**config.mk**
```make
export PLATFORM = sky130hd
export DESIGN_NAME = ifu
export DESIGN_NICKNAME = d
export VERILOG_FILES = /design/src/rtl/ifu.sv
export SDC_FILE = /design/constraint.sdc
export NUM_CORES = 1
export LEC_CHECK = 0
export CAP_MARGIN = 20
export CORE_MARGIN = 4
export CORE_UTILIZATION = 30
export CTS_CLUSTER_DIAMETER = 100
export DETAILED_ROUTE_END_ITERATION = 16
export MAX_ROUTING_LAYER = met4
export SETUP_SLACK_MARGIN = 0.4
export SYNTH_ARGS = -nofsm -noshare
export SYNTH_HDL_FRONTEND = slang
export SYNTH_SLANG_ARGS = --single-unit
```
**constraint.sdc**
```tcl
create_clock -name clk -period 2.17 [get_ports clk]
set_input_delay 0.434 -clock clk [delete_from_list [all_inputs] [get_ports clk]]
set_output_delay 0.434 -clock clk [all_outputs]
set_load 0.02 [all_outputs]
```
**src/rtl/ifu.sv**
```systemverilog
// rtl/ifu.sv - RV32I instruction fetch unit: fetch PC, one outstanding imem fetch, skid buffer, redirects
module ifu #(
  parameter logic [31:0] RESET_PC = 32'h0000_0000,
  parameter logic [31:0] NOP_INSN = 32'h0000_0013
) (
  input  logic        clk,
  input  logic        rst_n,
  output logic        imem_req,
  output logic [31:0] imem_addr,
  input  logic        imem_ready,
  input  logic        imem_rvalid,
  input  logic [31:0] imem_rdata,
  input  logic        stall,
  input  logic        redirect_valid,
  input  logic [31:0] redirect_pc,
  output logic [31:0] IR,
  output logic [31:0] ip,
  output logic        ir_valid,
  output logic        fetch_misalign
);

  typedef enum logic [1:0] {S_REQ, S_WAIT, S_FULL} state_t;

  state_t      state_q;
  logic [31:0] pc_q;
  logic [31:0] req_pc_q;
  logic [31:0] buf_q;
  logic [31:0] buf_pc_q;
  logic        kill_q;
  logic [31:0] ir_q;
  logic [31:0] ip_q;
  logic        ir_valid_q;
  logic        misalign_q;

  logic [31:0] pc_inc_d;
  logic [31:0] redir_pc_d;

  assign pc_inc_d   = pc_q + 32'd4;
  assign redir_pc_d = {redirect_pc[31:2], 2'b00};

  always_ff @(posedge clk) begin
    if (!rst_n) begin
      state_q    <= S_REQ;
      pc_q       <= RESET_PC;
      req_pc_q   <= RESET_PC;
      buf_q      <= NOP_INSN;
      buf_pc_q   <= RESET_PC;
      kill_q     <= 1'b0;
      ir_q       <= NOP_INSN;
      ip_q       <= RESET_PC;
      ir_valid_q <= 1'b0;
      misalign_q <= 1'b0;
    end else begin
      misalign_q <= 1'b0;
      if (redirect_valid) begin
        // A fetch already accepted by memory must still return; kill marks it stale.
        pc_q       <= redir_pc_d;
        ir_q       <= NOP_INSN;
        ir_valid_q <= 1'b0;
        misalign_q <= |redirect_pc[1:0];
        case (state_q)
          S_REQ: begin
            if (imem_ready) begin
              kill_q  <= 1'b1;
              state_q <= S_WAIT;
            end
          end
          S_WAIT: begin
            if (imem_rvalid) begin
              kill_q  <= 1'b0;
              state_q <= S_REQ;
            end else begin
              kill_q  <= 1'b1;
            end
          end
          default: state_q <= S_REQ;
        endcase
      end else begin
        // Bubble by default when decode is free; a delivery below overrides it.
        if (!stall) begin
          ir_q       <= NOP_INSN;
          ir_valid_q <= 1'b0;
        end
        case (state_q)
          S_REQ: begin
            if (imem_ready) begin
              req_pc_q <= pc_q;
              pc_q     <= pc_inc_d;
              state_q  <= S_WAIT;
            end
          end
          S_WAIT: begin
            if (imem_rvalid) begin
              if (kill_q) begin
                kill_q  <= 1'b0;
                state_q <= S_REQ;
              end else if (!stall) begin
                ir_q       <= imem_rdata;
                ip_q       <= req_pc_q;
                ir_valid_q <= 1'b1;
                state_q    <= S_REQ;
              end else begin
                buf_q    <= imem_rdata;
                buf_pc_q <= req_pc_q;
                state_q  <= S_FULL;
              end
            end
          end
          S_FULL: begin
            if (!stall) begin
              ir_q       <= buf_q;
              ip_q       <= buf_pc_q;
              ir_valid_q <= 1'b1;
              state_q    <= S_REQ;
            end
          end
          default: state_q <= S_REQ;
        endcase
      end
    end
  end

  assign imem_req       = (state_q == S_REQ) && rst_n;
  assign imem_addr      = pc_q;
  assign IR             = ir_q;
  assign ip             = ip_q;
  assign ir_valid       = ir_valid_q;
  assign fetch_misalign = misalign_q;

endmodule

```
==> reports/qor.txt, run 1 <==
Final count of pins violating max slew -> 0
CTS clk-pin slew, worst paths -> 0.08 ns
Port Buffers -> 164
Crit path arrival time -> 2.31 ns
Clock Skew -> 0.0118 ns
Worst Hold End -> buf_pc_q[6]$_SDFFE_PN0P_
Period utilization -> 89.5%
Area of the multi-input gates -> 0.00432 mm²
Hold Path Depth -> 2
RSZ-0062 raised after global routing -> yes
FMAX -> 515 MHz
Critical Path RT -> 2.54 ns
PD cells -> 687 mW/mm²
Row Count -> 60
FF+latch count, synth -> 189
Worst-case clock buffer depth -> 2
Core Footprint -> 0.0270 mm²
CP Max Fanout -> 6
Maximum vdd drop -> 650 µV
CP dominant cell by count -> or4_4
Pin count of the biggest net entering global routing -> 122
Crit end category -> flip-flop
Ys Warns -> 0
RR Startpoint -> imem_addr[12]$_SDFFE_PN0P_
Initial Utilization -> 30.6%
Final Net Count -> 1209
First-pass DRT Iterations -> 5
Routed wire per std cell -> 17.0 µm
Post-synth ARST share -> 0%
Ratio of cells with drive above 1 in the final layout -> 15.9%
Die height -> 174 µm
Slowest-stage cell, CP -> or4_4
Final Wtd Congestion -> 0.840
Vias -> 7517
TritonCTS clock tree -> yes
Crit path kind -> reg2reg
Post-Layout Cell Count -> 1489
Most frequent cells in the layout -> nand2_1, dfxtp_1, a21boi_0
Layout area overhead -> 39.8%
Overflow after GRT -> 0
Worst Hold Class -> reg2reg
Tmin final -> 1.94 ns
Routed WL -> 25400 µm
Hold Vio Cnt, Final -> 0
Inst Count DP -> 1430
R2r endpoint -> imem_addr[30]$_SDFFE_PN0P_
CP Cell Sequence -> nand4_4 -> or4_4 -> buf_6 -> or4_4 -> a31oi_4
DR DRC count -> 0
Worst-skew pair later-pin latency -> 0.44 ns
Initial antenna violation count -> 0
Startpoint Class -> flip-flop
# IOs -> 169
Die Area -> 0.0303 mm²
Final HPWL DP -> 16700 µm
H-tree depth -> 4
Synth cell types -> 49
Vias in the first global route -> 7295
Antenna viol nets, final -> 0
Post-synthesis sequential area ratio -> 45.7%
Most common cell after layout, fill and taps aside -> nand2_1
Via/cell ratio -> 5.05
Ys flop type -> dfxtp_1
First-pass GRT wire length -> 39400 µm
FILL cells -> 2680
Ant. Diodes -> 0
Avg Cell Area, Syn -> 8.59 µm²
Hold Startpoint -> buf_pc_q[6]$_SDFFE_PN0P_
Total GRT Usage -> 16.4%
CTS Buf Count -> 17
Min Hold Slack -> 0.465 ns
Syn Inst Count -> 963
Max-Cap Viols -> 0
Die X-Extent -> 174 µm
Placement Setup Slack -> -0.170 ns
Final WS setup -> 0.227 ns
Root Driver -> clkbuf_16
Path depth of the worst reg2reg path -> 5
Post-synth EDFFs -> 0
Num Clock Sinks -> 189
Status -> complete, no violations
Final core occ -> 42.8%
DR iter-0 viols -> 525
Final setup vio count -> 0
FF-to-FF setup slack -> 0.23 ns
CP max stage delay -> 0.60 ns
Register cell area after layout -> 0.00384 mm²
Leak -> 4.65 nW
Synth Cell Area -> 0.00827 mm²
CTS Hold Buffers Added -> 0
routing by layer:
layer	up-vias	track usage, %	part of all wire [%]	wire, µm
li1	3715	-	-	-
met1	3565	21.0	46	11700
met2	215	26.6	47	12000
met3	22	3.59	5.3	1350
met4	0	3.76	1.0	263
met5	-	-	0	0
worst max-delay path, delay by kind of cell (launching register included):
family	cells	cell delay [ns]
simple gates	3	1.18
flops	1	0.36
buf+inv	1	0.15
compound gates	1	0.18
repair_timing:
action                     in CTS  in global routing
gates cloned                    0                  3
resized for setup             120                 41
setup endpoints to repair     109                147
pin swaps                      16                 17
setup buffers                  12                 12
cell type report:
cell class	instances	area share, %
multi-input combinational	680	37.3
sequential	189	33.2
timing repair buffer	236	19.9
tap	341	3.69
clock buffer	17	3.68
clock inverter	15	1.79
inverter	11	0.357
power breakdown:
part	internal (mW)	switching, mW	total [mW]	leakage (nW)
clock network	1.61	1.66	3.27	0.304
logic	0.470	0.547	1.02	2.80
registers	3.56	0.0990	3.66	1.55
total	5.64	2.31	7.95	4.65
state kept, by name, summed over array words and instances, names as in the netlist:
register	count
kill_q	1
imem_addr	30
ip	30
IR	32
fetch_misalign	1
req_pc_q	30
state_q	2
buf_pc_q	30
ir_valid	1
buf_q	32
Yosys cell counts (all sizes together), types with 3 or more instances:
master	instances	area share, %
o311a	4	0.48
o21ai	31	1.9
and3	3	0.23
nand2b	11	0.83
clkbuf	79	3.6
ha	4	0.61
nor2	37	1.7
or4	7	0.68
and4	4	0.42
and2	6	0.45
nor4	9	0.68
inv	11	0.50
a22o	30	3.2
o31ai	4	0.36
nor3	11	0.67
nor2b	8	0.61
mux2i	31	3.8
o21a	6	0.54
a21oi	14	0.85
o211a	34	4.1
dfxtp	189	46
or2	4	0.30
a31oi	9	0.68
nand2	230	10
buf	7	0.59
a22oi	29	2.6
or3	3	0.24
a21boi	89	8.1
nand3	17	1.0
xnor2	10	1.1
a211oi	4	0.36
nand4	14	1.3
worst max-delay path by stage:
stage / cells after the start / to / startpoint / slack, ns
floorplan: 8 / imem_addr[28]$_SDFFE_PN0P_ / state_q[0]$_SDFFE_PN0P_ / 0.16
global placement: 5 / imem_addr[20]$_SDFFE_PN0P_ / imem_ready / -0.15
finish: 5 / imem_addr[30]$_SDFFE_PN0P_ / imem_addr[12]$_SDFFE_PN0P_ / 0.23
global route: 9 / imem_addr[25]$_SDFFE_PN0P_ / state_q[0]$_SDFFE_PN0P_ / 0.16
CTS: 7 / imem_addr[30]$_SDFFE_PN0P_ / state_q[1]$_SDFFE_PN0P_ / 0.19
detailed placement: 5 / imem_addr[20]$_SDFFE_PN0P_ / imem_ready / -0.17
cell families (layout without fill, tap and decap cells):
family	after synthesis	after routing	synth area share (%)
AOI/OAI and AO/OA	262	262	24.1
xor gates and xnor gates	11	11	1.16
adders and majority gates	4	4	0.605
buffers and inverters	97	279	4.67
DFF	189	189	45.7
muxes	31	31	3.75
other	1	4	0.0453
and+or+nand+nor	368	368	20.0
through the flow:
stage                     power [mW]  setup TNS, ns  instance area (µm²)
after CTS                       7.99              0                11300
final                           7.95              0                11600
after floorplan                 4.22              0                 8390
after global routing            8.27              0                11600
after global placement          4.71         -0.510                10600
after detailed placement        4.72         -0.709                10600
Note: power is estimated with default switching activity, not from simulation.
==> inputs of run 2 (changes only) <==
--- a/config.mk
+++ b/config.mk
@@ -8,7 +8,7 @@
 export CAP_MARGIN = 20
 export CORE_MARGIN = 4
 export CORE_UTILIZATION = 30
-export CTS_CLUSTER_DIAMETER = 100
+export CTS_CLUSTER_DIAMETER = 60
 export DETAILED_ROUTE_END_ITERATION = 16
 export MAX_ROUTING_LAYER = met4
 export SETUP_SLACK_MARGIN = 0.4
==> results of run 2 <==
Final layout, timing and power as in run 1 (identical DEF).
==> inputs of run 3 (changes only) <==
--- a/config.mk
+++ b/config.mk
@@ -8,8 +8,9 @@
 export CAP_MARGIN = 20
 export CORE_MARGIN = 4
 export CORE_UTILIZATION = 30
-export CTS_CLUSTER_DIAMETER = 60
+export CTS_CLUSTER_DIAMETER = 100
 export DETAILED_ROUTE_END_ITERATION = 16
+export GPL_TIMING_DRIVEN = 0
 export MAX_ROUTING_LAYER = met4
 export SETUP_SLACK_MARGIN = 0.4
 export SYNTH_ARGS = -nofsm -noshare
==> run 3 against run 2 <==
Worst setup slack got worse by 0.10 ns. Clock power about the same. Final cell count increased by 3.0%. Largest power group unchanged. Core utilization increased by 0.95 points. Non-clock buffer count increased by 45. Critical path depth increased by 3. Sequential power about the same. Clock skew increased by 0.0021 ns. Count of clock-buffer cells in the layout unchanged.
==> reports/qor.txt, run 3 (synthesis gave the netlist of run 1 again) <==
Slew headroom -> 51.1%
Met3 usage -> 3.22% (was 3.59%)
Clock Skew -> 0.0140 ns (was 0.0118 ns)
Num Clock Sinks -> 189 (unchanged)
Setup crit start -> state_q[0]$_SDFFE_PN0P_ (was imem_addr[12]$_SDFFE_PN0P_)
Startpoint Class -> flip-flop (unchanged)
Core Footprint -> 0.0270 mm² (unchanged)
Die height -> 174 µm (unchanged)
Ratio of cells with drive above 1 in the final layout -> 17.9% (was 15.9%)
Period utilization -> 94.3% (was 89.5%)
CTS clk-pin slew, worst paths -> 0.09 ns (was 0.08 ns)
H-tree depth -> 4 (unchanged)
Final Wtd Congestion -> 0.824 (was 0.840)
Worst slew pin tran -> 0.733 ns
Pin count of the biggest net entering global routing -> 23 (was 122)
FMAX -> 489 MHz (was 515 MHz)
Vias -> 7823 (was 7517)
Final WS setup -> 0.125 ns (was 0.227 ns)
CP Max Fanout -> 6 (unchanged)
Tmin final -> 2.05 ns (was 1.94 ns)
Status -> complete, no violations (unchanged)
R2r endpoint -> imem_addr[25]$_SDFFE_PN0P_ (was imem_addr[30]$_SDFFE_PN0P_)
Final core occ -> 43.7% (was 42.8%)
DR iter-0 viols -> 576 (was 525)
Die Area -> 0.0303 mm² (unchanged)
Busiest layer in global routing -> met2 (unchanged)
Met2 usage -> 28.2% (was 26.6%)
Crit path capture -> imem_addr[25]$_SDFFE_PN0P_ (was imem_addr[30]$_SDFFE_PN0P_)
Die X-Extent -> 174 µm (unchanged)
Total GRT Usage -> 17.5% (was 16.4%)
Critical Path RT -> 2.54 ns (about the same)
Most common cell after layout, fill and taps aside -> nand2_1 (unchanged)
Final setup vio count -> 0 (unchanged)
First-pass DRT Iterations -> 5 (unchanged)
Initial antenna violation count -> 0 (unchanged)
Row Count -> 60 (unchanged)
Final count of pins violating max slew -> 0 (unchanged)
Grt met1 use -> 23.3% (was 21.0%)
Crit end category -> flip-flop (unchanged)
DR DRC count -> 0 (unchanged)
CTS Buf Count -> 17 (unchanged)
Worst Hold Class -> reg2reg (unchanged)
FILL cells -> 2687 (was 2680)
Placement Setup Slack -> -0.636 ns (was -0.170 ns)
Crit path arrival time -> 2.42 ns (was 2.31 ns)
Initial Utilization -> 30.6% (unchanged)
Max-Cap Viols -> 0 (unchanged)
Maximum vdd drop -> 524 µV (was 650 µV)
Final HPWL DP -> 19300 µm (was 16700 µm)
Routed wire per std cell -> 17.4 µm (was 17.0 µm)
Root Driver -> clkbuf_16 (unchanged)
CTS Hold Buffers Added -> 0 (unchanged)
TritonCTS clock tree -> yes (unchanged)
RR Startpoint -> state_q[0]$_SDFFE_PN0P_ (was imem_addr[12]$_SDFFE_PN0P_)
Vias in the first global route -> 7417 (was 7295)
Path depth of the worst reg2reg path -> 8 (was 5)
Final Net Count -> 1254 (was 1209)
Ant. Diodes -> 0 (unchanged)
First-pass GRT wire length -> 41400 µm (was 39400 µm)
Via/cell ratio -> 5.10 (was 5.05)
RSZ-0062 raised after global routing -> yes (unchanged)
Worst-skew pair later-pin latency -> 0.44 ns (about the same)
Leak -> 4.84 nW (was 4.65 nW)
Most frequent cells in the layout -> nand2_1, dfxtp_1, dlygate4sd2_1 (was nand2_1, dfxtp_1, a21boi_0)
Routed WL -> 26800 µm (was 25400 µm)
PD cells -> 677 mW/mm² (was 687 mW/mm²)
Layout area overhead -> 42.9% (was 39.8%)
FF-to-FF setup slack -> 0.12 ns (was 0.23 ns)
Antenna viol nets, final -> 0 (unchanged)
Hold Vio Cnt, Final -> 0 (unchanged)
Crit path kind -> reg2reg (unchanged)
# IOs -> 169 (unchanged)
Port Buffers -> 163 (was 164)
Overflow after GRT -> 0 (unchanged)
Worst-case clock buffer depth -> 2 (unchanged)
==> run 3: changes by cell type in the layout (fill, tap and decap cells not counted), sizes merged, moves of 2 or more <==
cell | before | now
buf | 72 | 55
clkdlybuf4s50 | 68 | 66
dlygate4sd2 | 85 | 93
clkdlybuf4s15 | 7 | 1
clkbuf | 21 | 82
==> run 3: worst min path at each step <==
stage | startpoint | endpoint | slack (ns) | depth (start not counted)
3_5_place_dp | buf_pc_q[10]$_SDFFE_PN0P_ | buf_pc_q[10]$_SDFFE_PN0P_ | 0.46 | 2
2_1_floorplan | buf_q[0]$_SDFFE_PN1P_ | buf_q[0]$_SDFFE_PN1P_ | 0.44 | 2
5_1_grt | buf_pc_q[29]$_SDFFE_PN0P_ | buf_pc_q[29]$_SDFFE_PN0P_ | 0.48 | 2
3_3_place_gp | buf_q[4]$_SDFFE_PN1P_ | buf_q[4]$_SDFFE_PN1P_ | 0.45 | 2
6_report | buf_pc_q[10]$_SDFFE_PN0P_ | buf_pc_q[10]$_SDFFE_PN0P_ | 0.46 | 2
4_1_cts | buf_pc_q[10]$_SDFFE_PN0P_ | buf_pc_q[10]$_SDFFE_PN0P_ | 0.47 | 2
==> run 3: final cells by class <==
class	instances	area [µm²]	share of cell area, %
Buffer	86	676	5.72
Inverter	11	41.3	0.349
Clock inverter	15	204	1.73
Sequential cell	189	3860	32.6
Tap cell	341	427	3.61
Timing Repair Buffer	195	1810	15.3
Multi-Input combinational cell	680	4390	37.1
Clock buffer	17	425	3.60
==> run 3: report_power, final <==
group          internal (mW)  switching [mW]  leakage, nW
Clock                   1.60            1.66        0.303
Combinational          0.505           0.565         2.99
Sequential              3.56           0.117         1.55
==> run 3: per-layer routing <==
layer  vias to the layer above  wire length (µm)  part of all wire, %
met5                         -                 0                    0
met4                         0               195                 0.73
met3                        18              1280                  4.8
met2                       254             12500                   47
met1                      3740             12800                   48
li1                       3811                 -                    -
==> run 3: repair_timing <==
item / in CTS / in global routing
setup buffers: 15 / 13
gates cloned: 1 / 3
pin swaps: 14 / 16
gates resized for setup: 218 / 96
endpoints found under the setup margin: 279 / 181
==> run 3: critical path, cell delays in order, from the launching register on <==
cell and delay [ns]:
dfxtp_2 0.33, inv_2 0.07, ha_4 0.15, buf_8 0.11, nand4_1 0.09, or4_4 0.45
buf_6 0.16, or4_1 0.47, a31oi_1 0.16
==> run 3: through the flow <==
stage | TNS [ns] | power (mW) | hold WS, ns | instance area, µm² | cells
after floorplan | 0 | 4.22 | 0.435 | 8390 | 966
after global routing | 0 | 8.30 | 0.477 | 11800 | 1534
after detailed placement | -57.11 | 4.69 | 0.457 | 10500 | 1470
final | 0 | 8.00 | 0.464 | 11800 | 1534
after global placement | -52.86 | 4.68 | 0.446 | 10500 | 1470
after CTS | 0 | 7.99 | 0.467 | 11500 | 1518
